$ cat config.mk
export PLATFORM = sky130hd
export DESIGN_NAME = jar_sram_host
export DESIGN_NICKNAME = d
export VERILOG_FILES = /design/src/rtl/jar_sram_host.sv
export SDC_FILE = /design/constraint.sdc
export NUM_CORES = 1
export LEC_CHECK = 0
export ABC_CLOCK_PERIOD_IN_PS = 6800
export CAP_MARGIN = 5
export CORE_AREA = 5 5 48 82
export CTS_BUF_LIST = sky130_fd_sc_hd__clkbuf_4 sky130_fd_sc_hd__clkbuf_8
export DETAILED_ROUTE_END_ITERATION = 16
export DIE_AREA = 0 0 53 87
export PLACE_DENSITY_LB_ADDON = 0.05
export SLEW_MARGIN = 20
export SYNTH_ARGS = -nofsm -noshare
export SYNTH_HDL_FRONTEND = slang
export SYNTH_SLANG_ARGS = --single-unit
$ cat constraint.sdc
create_clock -name clk_i -period 6.8 [get_ports clk_i]
set_clock_uncertainty 0.2 [all_clocks]
set_input_delay 2.04 -clock clk_i [delete_from_list [all_inputs] [get_ports clk_i]]
set_output_delay 2.04 -clock clk_i [all_outputs]
set_load 0.02 [all_outputs]
$ cat src/rtl/jar_sram_host.sv
// Host-side driver for the nibble-serial 8x8 SRAM pin protocol (valid/ready requests in, SRAM pins out).
// Define JAR_SRAM_HOST_BURST_EN to compile in burst reads; otherwise every read is a single read.
module jar_sram_host #(
  parameter int unsigned HALF = 1
) (
  input  logic       clk_i,
  input  logic       rst_ni,
  input  logic       req_valid_i,
  output logic       req_ready_o,
  input  logic       req_we_i,
  input  logic [2:0] req_addr_i,
  input  logic [7:0] req_wdata_i,
  input  logic [2:0] req_len_i,
  output logic       rsp_valid_o,
  output logic [7:0] rsp_data_o,
  output logic       rsp_last_o,
  output logic       sram_clk_o,
  output logic       sram_we_o,
  output logic       sram_oe_o,
  output logic       sram_commit_o,
  output logic [3:0] sram_nib_o,
  input  logic [7:0] sram_dout_i
);

  localparam logic [3:0] CntMax = 4'(HALF - 1);

  typedef enum logic [2:0] {
    StIdle,
    StWr0,
    StWr1,
    StWrc,
`ifdef JAR_SRAM_HOST_BURST_EN
    StBst,
    StBstr,
`endif
    StRd
  } state_e;

  state_e     state_q, state_d;
  logic [3:0] cnt_q, cnt_d;
  logic       ph_q, ph_d;
  logic [2:0] addr_q, addr_d;
  logic [7:0] wdata_q, wdata_d;
  logic       ready_q, ready_d;
  logic       rsp_valid_q, rsp_valid_d;
  logic [7:0] rsp_data_q, rsp_data_d;
  logic       sclk_q, sclk_d;
  // {we, oe, commit, nib}
  logic [6:0] pins_q, pins_d;
  logic       cyc_end;

`ifdef JAR_SRAM_HOST_BURST_EN
  logic [2:0] len_q, len_d;
  logic [2:0] beat_q, beat_d;
  logic       rsp_last_q, rsp_last_d;
`else
  logic       unused_len;
  assign unused_len = ^req_len_i;
`endif

  always_comb begin
    state_d     = state_q;
    cnt_d       = cnt_q;
    ph_d        = ph_q;
    addr_d      = addr_q;
    wdata_d     = wdata_q;
    rsp_valid_d = 1'b0;
    rsp_data_d  = rsp_data_q;
    cyc_end     = 1'b0;
`ifdef JAR_SRAM_HOST_BURST_EN
    len_d       = len_q;
    beat_d      = beat_q;
    rsp_last_d  = rsp_last_q;
`endif

    if (state_q == StIdle) begin
      if (req_valid_i) begin
        addr_d  = req_addr_i;
        wdata_d = req_wdata_i;
        cnt_d   = '0;
        ph_d    = 1'b0;
        if (req_we_i) begin
          state_d = StWr0;
`ifdef JAR_SRAM_HOST_BURST_EN
        end else if (req_len_i != 3'd0) begin
          state_d = StBst;
          len_d   = req_len_i;
`endif
        end else begin
          state_d = StRd;
        end
      end
    end else if (cnt_q == CntMax) begin
      cnt_d   = '0;
      ph_d    = ~ph_q;
      cyc_end = ph_q;
    end else begin
      cnt_d = cnt_q + 4'd1;
    end

    // Read data is sampled on the edge that closes phase B.
    if (cyc_end) begin
      case (state_q)
        StWr0: state_d = StWr1;
        StWr1: state_d = StWrc;
        StWrc: state_d = StIdle;
        StRd: begin
          state_d     = StIdle;
          rsp_valid_d = 1'b1;
          rsp_data_d  = sram_dout_i;
`ifdef JAR_SRAM_HOST_BURST_EN
          rsp_last_d  = 1'b1;
`endif
        end
`ifdef JAR_SRAM_HOST_BURST_EN
        StBst: begin
          state_d = StBstr;
          beat_d  = '0;
        end
        StBstr: begin
          rsp_valid_d = 1'b1;
          rsp_data_d  = sram_dout_i;
          rsp_last_d  = (beat_q == len_q);
          if (beat_q == len_q) begin
            state_d = StIdle;
          end else begin
            beat_d = beat_q + 3'd1;
          end
        end
`endif
        default: state_d = StIdle;
      endcase
    end

    case (state_d)
      StWr0:   pins_d = {3'b100, wdata_d[3:0]};
      StWr1:   pins_d = {3'b100, wdata_d[7:4]};
      StWrc:   pins_d = {3'b001, 1'b0, addr_d};
      StRd:    pins_d = {3'b010, 1'b0, addr_d};
`ifdef JAR_SRAM_HOST_BURST_EN
      StBst:   pins_d = {3'b111, 1'b0, addr_d};
      StBstr:  pins_d = {3'b110, 4'h0};
`endif
      default: pins_d = '0;
    endcase

    sclk_d  = (state_d != StIdle) && ph_d;
    ready_d = (state_d == StIdle);
  end

  always_ff @(posedge clk_i or negedge rst_ni) begin
    if (!rst_ni) begin
      state_q     <= StIdle;
      cnt_q       <= '0;
      ph_q        <= 1'b0;
      addr_q      <= '0;
      wdata_q     <= '0;
      ready_q     <= 1'b1;
      rsp_valid_q <= 1'b0;
      rsp_data_q  <= '0;
      sclk_q      <= 1'b0;
      pins_q      <= '0;
`ifdef JAR_SRAM_HOST_BURST_EN
      len_q       <= '0;
      beat_q      <= '0;
      rsp_last_q  <= 1'b0;
`endif
    end else begin
      state_q     <= state_d;
      cnt_q       <= cnt_d;
      ph_q        <= ph_d;
      addr_q      <= addr_d;
      wdata_q     <= wdata_d;
      ready_q     <= ready_d;
      rsp_valid_q <= rsp_valid_d;
      rsp_data_q  <= rsp_data_d;
      sclk_q      <= sclk_d;
      pins_q      <= pins_d;
`ifdef JAR_SRAM_HOST_BURST_EN
      len_q       <= len_d;
      beat_q      <= beat_d;
      rsp_last_q  <= rsp_last_d;
`endif
    end
  end

  assign req_ready_o   = ready_q;
  assign rsp_valid_o   = rsp_valid_q;
  assign rsp_data_o    = rsp_data_q;
  assign sram_clk_o    = sclk_q;
  assign sram_we_o     = pins_q[6];
  assign sram_oe_o     = pins_q[5];
  assign sram_commit_o = pins_q[4];
  assign sram_nib_o    = pins_q[3:0];
`ifdef JAR_SRAM_HOST_BURST_EN
  assign rsp_last_o    = rsp_last_q;
`else
  assign rsp_last_o    = 1'b1;
`endif

endmodule
Word level (Yosys, flattened, before mapping)

Index checks and enable logic that the tools add are counted.

Register bits: 37
Bits in latches: 0
Bits in writable memories: 0
Memory bits (read-only): 0
Bits of input ports: 26
Output and inout bits: 19
Word-level logic and storage cells: 46
Memories: 0

$add $sub $neg: 1
$mul: 0
Div/mod/pow operators: 0
Order comparisons: 0
Equality and inequality tests: 8
Shift-type cells: 0
Multiplexer cells: 20
Bitwise gates (word level): 1
Reductions and logical operators: 6

Operators with widths:

| cell                                                                  | number |
|---|---|
| 7-bit case mux with 4 select lines                                    | 1 |
| 3-bit two-way mux                                                     | 6 |
| 8-bit two-way mux                                                     | 2 |
| 4-bit two-way mux                                                     | 3 |
| 3-bit by 2-bit equality test with 1-bit output, second input constant | 3 |
| 1-bit two-way mux                                                     | 7 |
| 3-bit by 1-bit equality test with 1-bit output, second input constant | 2 |
| 3-bit equality test, second input constant                            | 2 |
| 3-bit logical NOT                                                     | 2 |
| 4-bit by 1-bit adder with 4-bit output, second input constant         | 1 |
| 4-bit logical NOT                                                     | 1 |
| 2-bit case mux with 2 select lines                                    | 1 |
| 3-bit nonzero test                                                    | 1 |
| 2-bit inequality test, second input constant                          | 1 |
| 2-bit AND reduction                                                   | 1 |
| 1-bit logical AND                                                     | 1 |
| 1-bit NOT                                                             | 1 |

Longest topological paths before layout

Gate-level depths: netlist (run 1).

Depth in word-level cells: 6
Mapped depth: 9
Depth with buffers taken out: 8

Worst setup path before layout (run 1)

Ideal clock, no wire load.

Path type: input -> register
From: input req_valid_i
To: register pins_q[0]
Setup time: 0.140 ns
Arrival: 3.220 ns
Setup slack: 3.241 ns
Stages on the path: 6
Path buffers: 2
Cell sequence: clkbuf_2 nor4b_2 buf_4 mux2_2 nand2_1 o221ai_1

Elaborated cells on any way between the ends: 12
Classes of those cells: eq/ne: 4; mux: 8

RTL lines:

| element                            | line | RTL |
|---|---|---|
| start, declared                    | 8    | `input logic req_valid_i,` |
| 8-bit two-way mux                  | 77   | `if (req_valid_i) begin` |
| 8-bit two-way mux                  | 76   | `if (state_q == StIdle) begin` |
| named net wdata_d[0]               | 43   | `logic [7:0] wdata_q, wdata_d;` |
| 7-bit case mux with 4 select lines | 135  | `case (state_d)` |
| named net pins_d[0]                | 49   | `logic [6:0] pins_q, pins_d;` |
| end signal, assigned               | 178  | `pins_q <= pins_d;` |
| end, declared                      | 49   |  |

The timed path passes the listed nets, and every way through them passes these cells.
A chain may end at the register's enable or synchronous reset.

Worst setup path after layout (run 1)

From: input req_valid_i
To: register pins_q[3]

Same word-level chain as after synthesis.

==> results.json, run 1 <==
{
  "r2r-start": "cnt_q[1]",
  "antenna_found_initial": 0,
  "dp.cells": 213,
  "cp_max_fo": 12,
  "rsz0062_at_grt": "false",
  "antenna_left": 0,
  "period_needed_ns": 3.87,
  "rr_endpoint": "rsp_data_o[1]",
  "clk_path_buf_depth": 2,
  "area_growth_pct": 32.2,
  "timing.final.crit_share": 0.569,
  "first_iter_violations": 24,
  "yosys_register_bits": 37,
  "power_density_nw_per_um2": 418,
  "final_nets": 204,
  "drt-pass1-iter-count": 4,
  "worstSetupPathType": "in2reg",
  "cts_setup_buffers": 0,
  "grt_pass1_wl_um": 5630,
  "grt.busiest_layer": "met2",
  "tightest_slew_ns": 0.798,
  "viasPerCell": 5.06,
  "yosysWarnings": 0,
  "utilization": 0.656,
  "hold_end": "wdata_q[5]",
  "io_pins": 45,
  "post_cts_resized": 0,
  "maxSlewHeadroom": 0.468,
  "grt_use_total": 0.169,
  "clock_latency_ns": 0.28,
  "die_w_um": 53,
  "irDropWorstVdd_mv": 0.319,
  "grt_max_degree": 38,
  "post-dp-hpwl_um": 2490,
  "crit_chain": "clkdlybuf4s50_1 > nor4b_2 > buf_4 > mux2_2 > a32o_1",
  "min_from": "wdata_q[5]",
  "ys_types": 36,
  "cts-root-buf": "clkbuf_8",
  "netlist_area_um2": 1620,
  "dr_total_vias": 1119,
  "grt_remaining_overflow": 0,
  "grtUsageMet2": 0.288,
  "die_area_um2": 4610,
  "max_freq_mhz": 258,
  "synth-edff-count": 0,
  "syn_nets": 163,
  "postSynthAreaPerCell_um2": 12.1,
  "min_path_type": "reg2reg",
  "coreArea_um2": 3260,
  "layout_common_cells": "39 x clkdlybuf4s50_1, 36 x dfrtp_1, 14 x mux2_2",
  "maxSlewViolCount": 0,
  "grtUsageMet3": 0.0892,
  "syn_inst": 134,
  "io_buffers": 40,
  "cap_violations": 0,
  "crit_path_start_kind": "primary input",
  "layout-drive-gt1-share": 0.159,
  "synth_sequential_area_ratio": 0.574,
  "die_h_um": 87,
  "fill_cells": 284,
  "async_reset_ff_frac": 1.00,
  "p_leak_nw": 0.947,
  "gr-usage-met1": 0.170,
  "status": "complete, no violations",
  "wire_per_inst_um": 14.6,
  "slowest_delay_ns": 0.63,
  "cts.sink_count": 37,
  "timing.setup.tns_ns": 0,
  "worst-r2r-setup-slack_ns": 4.00,
  "cts_hold_buf": 0,
  "worstHoldPathCells": 2,
  "holdWs_ns": 0.287,
  "first_global_vias": 1253,
  "setup_violations": 0,
  "end_kind": "register",
  "cp.arrival_ns": 3.84,
  "h-tree-depth": 2,
  "start_util": 0.496,
  "clk_pin_slew_worst_paths_ns": 0.07,
  "num_rows": 28,
  "finalHoldViolations": 0,
  "wirelength_um": 3240,
  "antenna_cells": 0,
  "synthFlopType": "dfrtp_1",
  "final_common_cell": "clkdlybuf4s50_1",
  "gp_congestion": 0.811,
  "rr_worst_depth": 7,
  "final_cells": 221,
  "post-route-drc-count": 0,
  "numCtsBuffers": 5,
  "cts_tree": "built",
  "worstPathRequired_ns": 6.77,
  "slowest_stage": "clkdlybuf4s50_1"
}
-- where the power goes --
group,internal (mW),switching (mW),total [mW]
clock network,0.0915,0.0725,0.164
registers,0.313,0.0628,0.376
logic,0.172,0.182,0.353
-- cell families (layout without fill, tap and decap cells) --
kind of cell,Yosys count,count (layout),share of synthesized area
other,1,1,0.00232
XOR/XNOR,2,2,0.0108
adder cells (fa/ha/maj),3,3,0.0232
AO/OA/AOI/OAI,23,23,0.0913
flip-flops,37,37,0.574
buffers and inverters,18,60,0.0503
AND/OR/NAND/NOR,30,30,0.114
multiplexers,20,20,0.135
-- final cells by class --
cell class	count	area [µm²]	area share
multi-input combinational	79	608	0.285
inverter	11	41.3	0.0193
clock inverter	1	5.00	0.00234
tap	45	56.3	0.0263
clock buffer	7	96.3	0.0451
timing repair buffer	41	403	0.189
sequential	37	927	0.434
-- flip-flops by register name (all words and copies together) (netlist names) --
register,count
addr_q,3
cnt_q,4
ph_q,1
pins_q,7
req_ready_o,1
rsp_data_o,8
rsp_valid_o,1
sram_clk_o,1
state_q,3
wdata_q,8
-- cell usage after synthesis (all sizes together) (3+ instances only) --
library cell | n | area share
dfrtp | 36 | 0.56
mux2 | 14 | 0.098
inv | 11 | 0.026
nand2 | 10 | 0.023
o21ai | 7 | 0.022
a21oi | 6 | 0.019
mux2i | 6 | 0.037
buf | 5 | 0.019
ha | 3 | 0.023
nand2b | 3 | 0.012
nor2 | 3 | 0.0070
nor3b | 3 | 0.014
o221ai | 3 | 0.016
-- through the flow --
stage | cell area [µm²] | total power, mW | setup WS, ns
floorplan | 1620 | 0.599 | 3.24
global placement | 2040 | 0.719 | 2.71
detailed placement | 2040 | 0.739 | 2.64
CTS | 2140 | 0.908 | 2.94
global route | 2140 | 0.966 | 2.90
finish | 2140 | 0.893 | 2.93
-- worst max-delay path, delay by kind of cell --
kind / cells / cell delay [ns]
buffers and inverters: 2 / 0.89
multiplexers: 1 / 0.37
AND/OR/NAND/NOR: 1 / 0.27
AO/OA/AOI/OAI: 1 / 0.26
-- layer usage --
layer  part of all wire  vias to the layer above
met4              0.014                        0
met3              0.074                        4
li1                   -                      543
met5                  0                        -
met1               0.35                      538
met2               0.56                       34
-- worst max path at each step --
| stage | startpoint | slack [ns] | end |
|---|---|---|---|
| 2_1_floorplan | req_valid_i | 3.24 | pins_q[0] |
| 3_3_place_gp | req_valid_i | 2.71 | pins_q[3] |
| 3_5_place_dp | req_valid_i | 2.64 | pins_q[3] |
| 4_1_cts | req_valid_i | 2.94 | pins_q[3] |
| 5_1_grt | req_valid_i | 2.90 | pins_q[3] |
| 6_report | req_valid_i | 2.93 | pins_q[3] |
Note: power is estimated with default switching activity, not from simulation.
==> run 2: changes to the inputs <==
--- a/config.mk
+++ b/config.mk
@@ -5,12 +5,12 @@
 export SDC_FILE = /design/constraint.sdc
 export NUM_CORES = 1
 export LEC_CHECK = 0
-export ABC_CLOCK_PERIOD_IN_PS = 6800
+export ABC_CLOCK_PERIOD_IN_PS = 3330
 export CAP_MARGIN = 5
-export CORE_AREA = 5 5 48 82
+export CORE_AREA = 5 5 52 89
 export CTS_BUF_LIST = sky130_fd_sc_hd__clkbuf_4 sky130_fd_sc_hd__clkbuf_8
 export DETAILED_ROUTE_END_ITERATION = 16
-export DIE_AREA = 0 0 53 87
+export DIE_AREA = 0 0 57 94
 export PLACE_DENSITY_LB_ADDON = 0.05
 export SLEW_MARGIN = 20
 export SYNTH_ARGS = -nofsm -noshare
==> constraint.sdc (replaced) <==
create_clock -name clk_i -period 3.33 [get_ports clk_i]
set_clock_uncertainty 0.2 [all_clocks]
set_input_delay 0.999 -clock clk_i [delete_from_list [all_inputs] [get_ports clk_i]]
set_output_delay 0.999 -clock clk_i [all_outputs]
set_load 0.02 [all_outputs]
==> run 2 against run 1 <==
Net effect:
- worst hold slack worse by 0.0075 ns
- count of clock-buffer cells in the layout is the same
- die area rose by 16%
- via count up 2.8%
- combinational power grew 110%
- worst setup slack worse by 2.2 ns
- clock power rose by 110%
- sequential power up 100%
- global-route usage shrank 2.7 points
- design area up 1.6%
- register-to-register slack got worse by 3.2 ns
- sequential share of layout area decreased by 0.68 points
- highest routed layer unchanged
==> results.json, run 2 (synthesis results as in run 1) <==
{
  "antenna_found_initial": 0,
  "start_util": 0.422,
  "drt-pass1-iter-count": 4,
  "setup_violations": 0,
  "cp-endpoint": "req_ready_o",
  "worst-r2r-setup-slack_ns": 0.81,
  "cts_tree": "built",
  "slowest_delay_ns": 0.59,
  "final_cells": 228,
  "wl_met1_um": 1300,
  "die_area_um2": 5360,
  "cp_max_fo": 1,
  "timing.setup.tns_ns": 0,
  "clock_latency_ns": 0.28,
  "die_h_um": 94,
  "crit_path_start_kind": "register",
  "end_kind": "output pin",
  "design_area_um2": 2170,
  "p_leak_nw": 0.968,
  "critical_path.startpoint": "req_ready_o",
  "first_global_vias": 1286,
  "slowest_stage": "clkdlybuf4s50_1",
  "worstPathRequired_ns": 2.13,
  "numCtsBuffers": 5,
  "worst-path-stages": 1,
  "internal_power_mw": 1.19,
  "cp.arrival_ns": 1.40,
  "gp_congestion": 0.761,
  "viasPerCell": 5.04,
  "cts_setup_buffers": 0,
  "layout_common_cells": "39 x clkdlybuf4s50_1, 36 x dfrtp_1, 14 x mux2_2",
  "power_density_nw_per_um2": 848,
  "post-route-drc-count": 0,
  "grt_use_total": 0.142,
  "rr_endpoint": "rsp_data_o[1]",
  "first_iter_violations": 17,
  "cts.sink_count": 37,
  "worstSetupPathType": "reg2out",
  "rr_worst_depth": 7,
  "max_freq_mhz": 385,
  "switching_power_mw": 0.654,
  "grt_remaining_overflow": 0,
  "dr_wl_met2_um": 1870,
  "seqPwrFrac": 0.417,
  "timing.final.crit_share": 0.779,
  "maxSlewHeadroom": 0.406,
  "clk_pin_slew_worst_paths_ns": 0.07,
  "rsz0062_at_grt": "false",
  "crit_buf_inv": 1,
  "cp_top_family": "buffers and inverters",
  "io_buffers": 40,
  "clk_path_buf_depth": 2,
  "cap_violations": 0,
  "switching_share": 0.355,
  "place_area_um2": 2070,
  "die_w_um": 57,
  "crit_chain": "clkdlybuf4s50_1",
  "maxSlewViolCount": 0,
  "antenna_cells": 0,
  "grt_max_degree": 38,
  "area_growth_pct": 34.3,
  "h-tree-depth": 2,
  "final_common_cell": "clkdlybuf4s50_1",
  "antenna_left": 0,
  "wire_per_inst_um": 14.9,
  "status": "complete, no violations",
  "post-dp-hpwl_um": 2530,
  "fill_cells": 356,
  "cts-root-buf": "clkbuf_8",
  "irDropWorstVdd_mv": 0.421,
  "layout-drive-gt1-share": 0.178,
  "holdWs_ns": 0.279,
  "cts_hold_buf": 0,
  "topRoutingLayerUsed": "met4",
  "post_cts_resized": 0,
  "finalHoldViolations": 0,
  "period_needed_ns": 2.60,
  "coreArea_um2": 3830,
  "dr_total_vias": 1150,
  "io_pins": 45,
  "tightest_slew_ns": 0.891,
  "wirelength_um": 3390,
  "grt_pass1_wl_um": 5840,
  "num_rows": 30,
  "wl_met3_um": 150,
  "final_nets": 208,
  "p_comb_frac": 0.397,
  "r2r-start": "cnt_q[0]",
  "min_path_type": "reg2reg",
  "dp.cells": 220,
  "clkPwrFrac": 0.186
}
-- run 2: changes by cell type in the layout (fill, tap and decap cells not counted) --
| cell | change |
|---|---|
| clkbuf_2 | +1 |
| buf_2 | -1 |
| buf_4 | +4 |
-- run 2: routing by layer --
metal	vias up	global-route usage
met1	572	0.142
met3	7	0.0440
met5	-	0
li1	547	-
met2	24	0.258
met4	0	0.0696
-- run 2: power by group through the flow --
| stage | Combinational, mW | Clock, mW | Sequential (mW) |
|---|---|---|---|
| finish | 0.731 | 0.342 | 0.768 |
| global route | 0.807 | 0.376 | 0.794 |
| CTS | 0.746 | 0.354 | 0.769 |
| detailed placement | 0.743 | 0 | 0.777 |
| global placement | 0.724 | 0 | 0.766 |
| floorplan | 0.412 | 0 | 0.810 |
-- run 2: through the flow --
stage,total power [mW],worst slack (ns),util
global placement,1.49,0.467,0.541
detailed placement,1.52,0.448,0.541
CTS,1.87,0.714,0.567
floorplan,1.22,0.812,-
global route,1.98,0.633,0.567
finish,1.84,0.735,0.567
-- run 2: how the worst min path moves through the flow --
stage | startpoint | to | slack (ns) | depth (start not counted)
floorplan | addr_q[0] | addr_q[0] | 0.25 | 2
finish | addr_q[2] | addr_q[2] | 0.28 | 2
CTS | addr_q[2] | addr_q[2] | 0.28 | 2
global route | wdata_q[5] | wdata_q[5] | 0.30 | 2
global placement | addr_q[1] | addr_q[1] | 0.26 | 2
detailed placement | addr_q[2] | addr_q[2] | 0.27 | 2
-- run 2: layout make-up --
class,instances,area [µm²],share of cell area
flip-flops and latches,37,927,0.427
clock buffers,7,96.3,0.0444
well taps,48,60.1,0.0277
repair buffers,45,433,0.199
multi-input cells,79,608,0.280
clock inverters,1,5.00,0.00231
inverters,11,41.3,0.0190
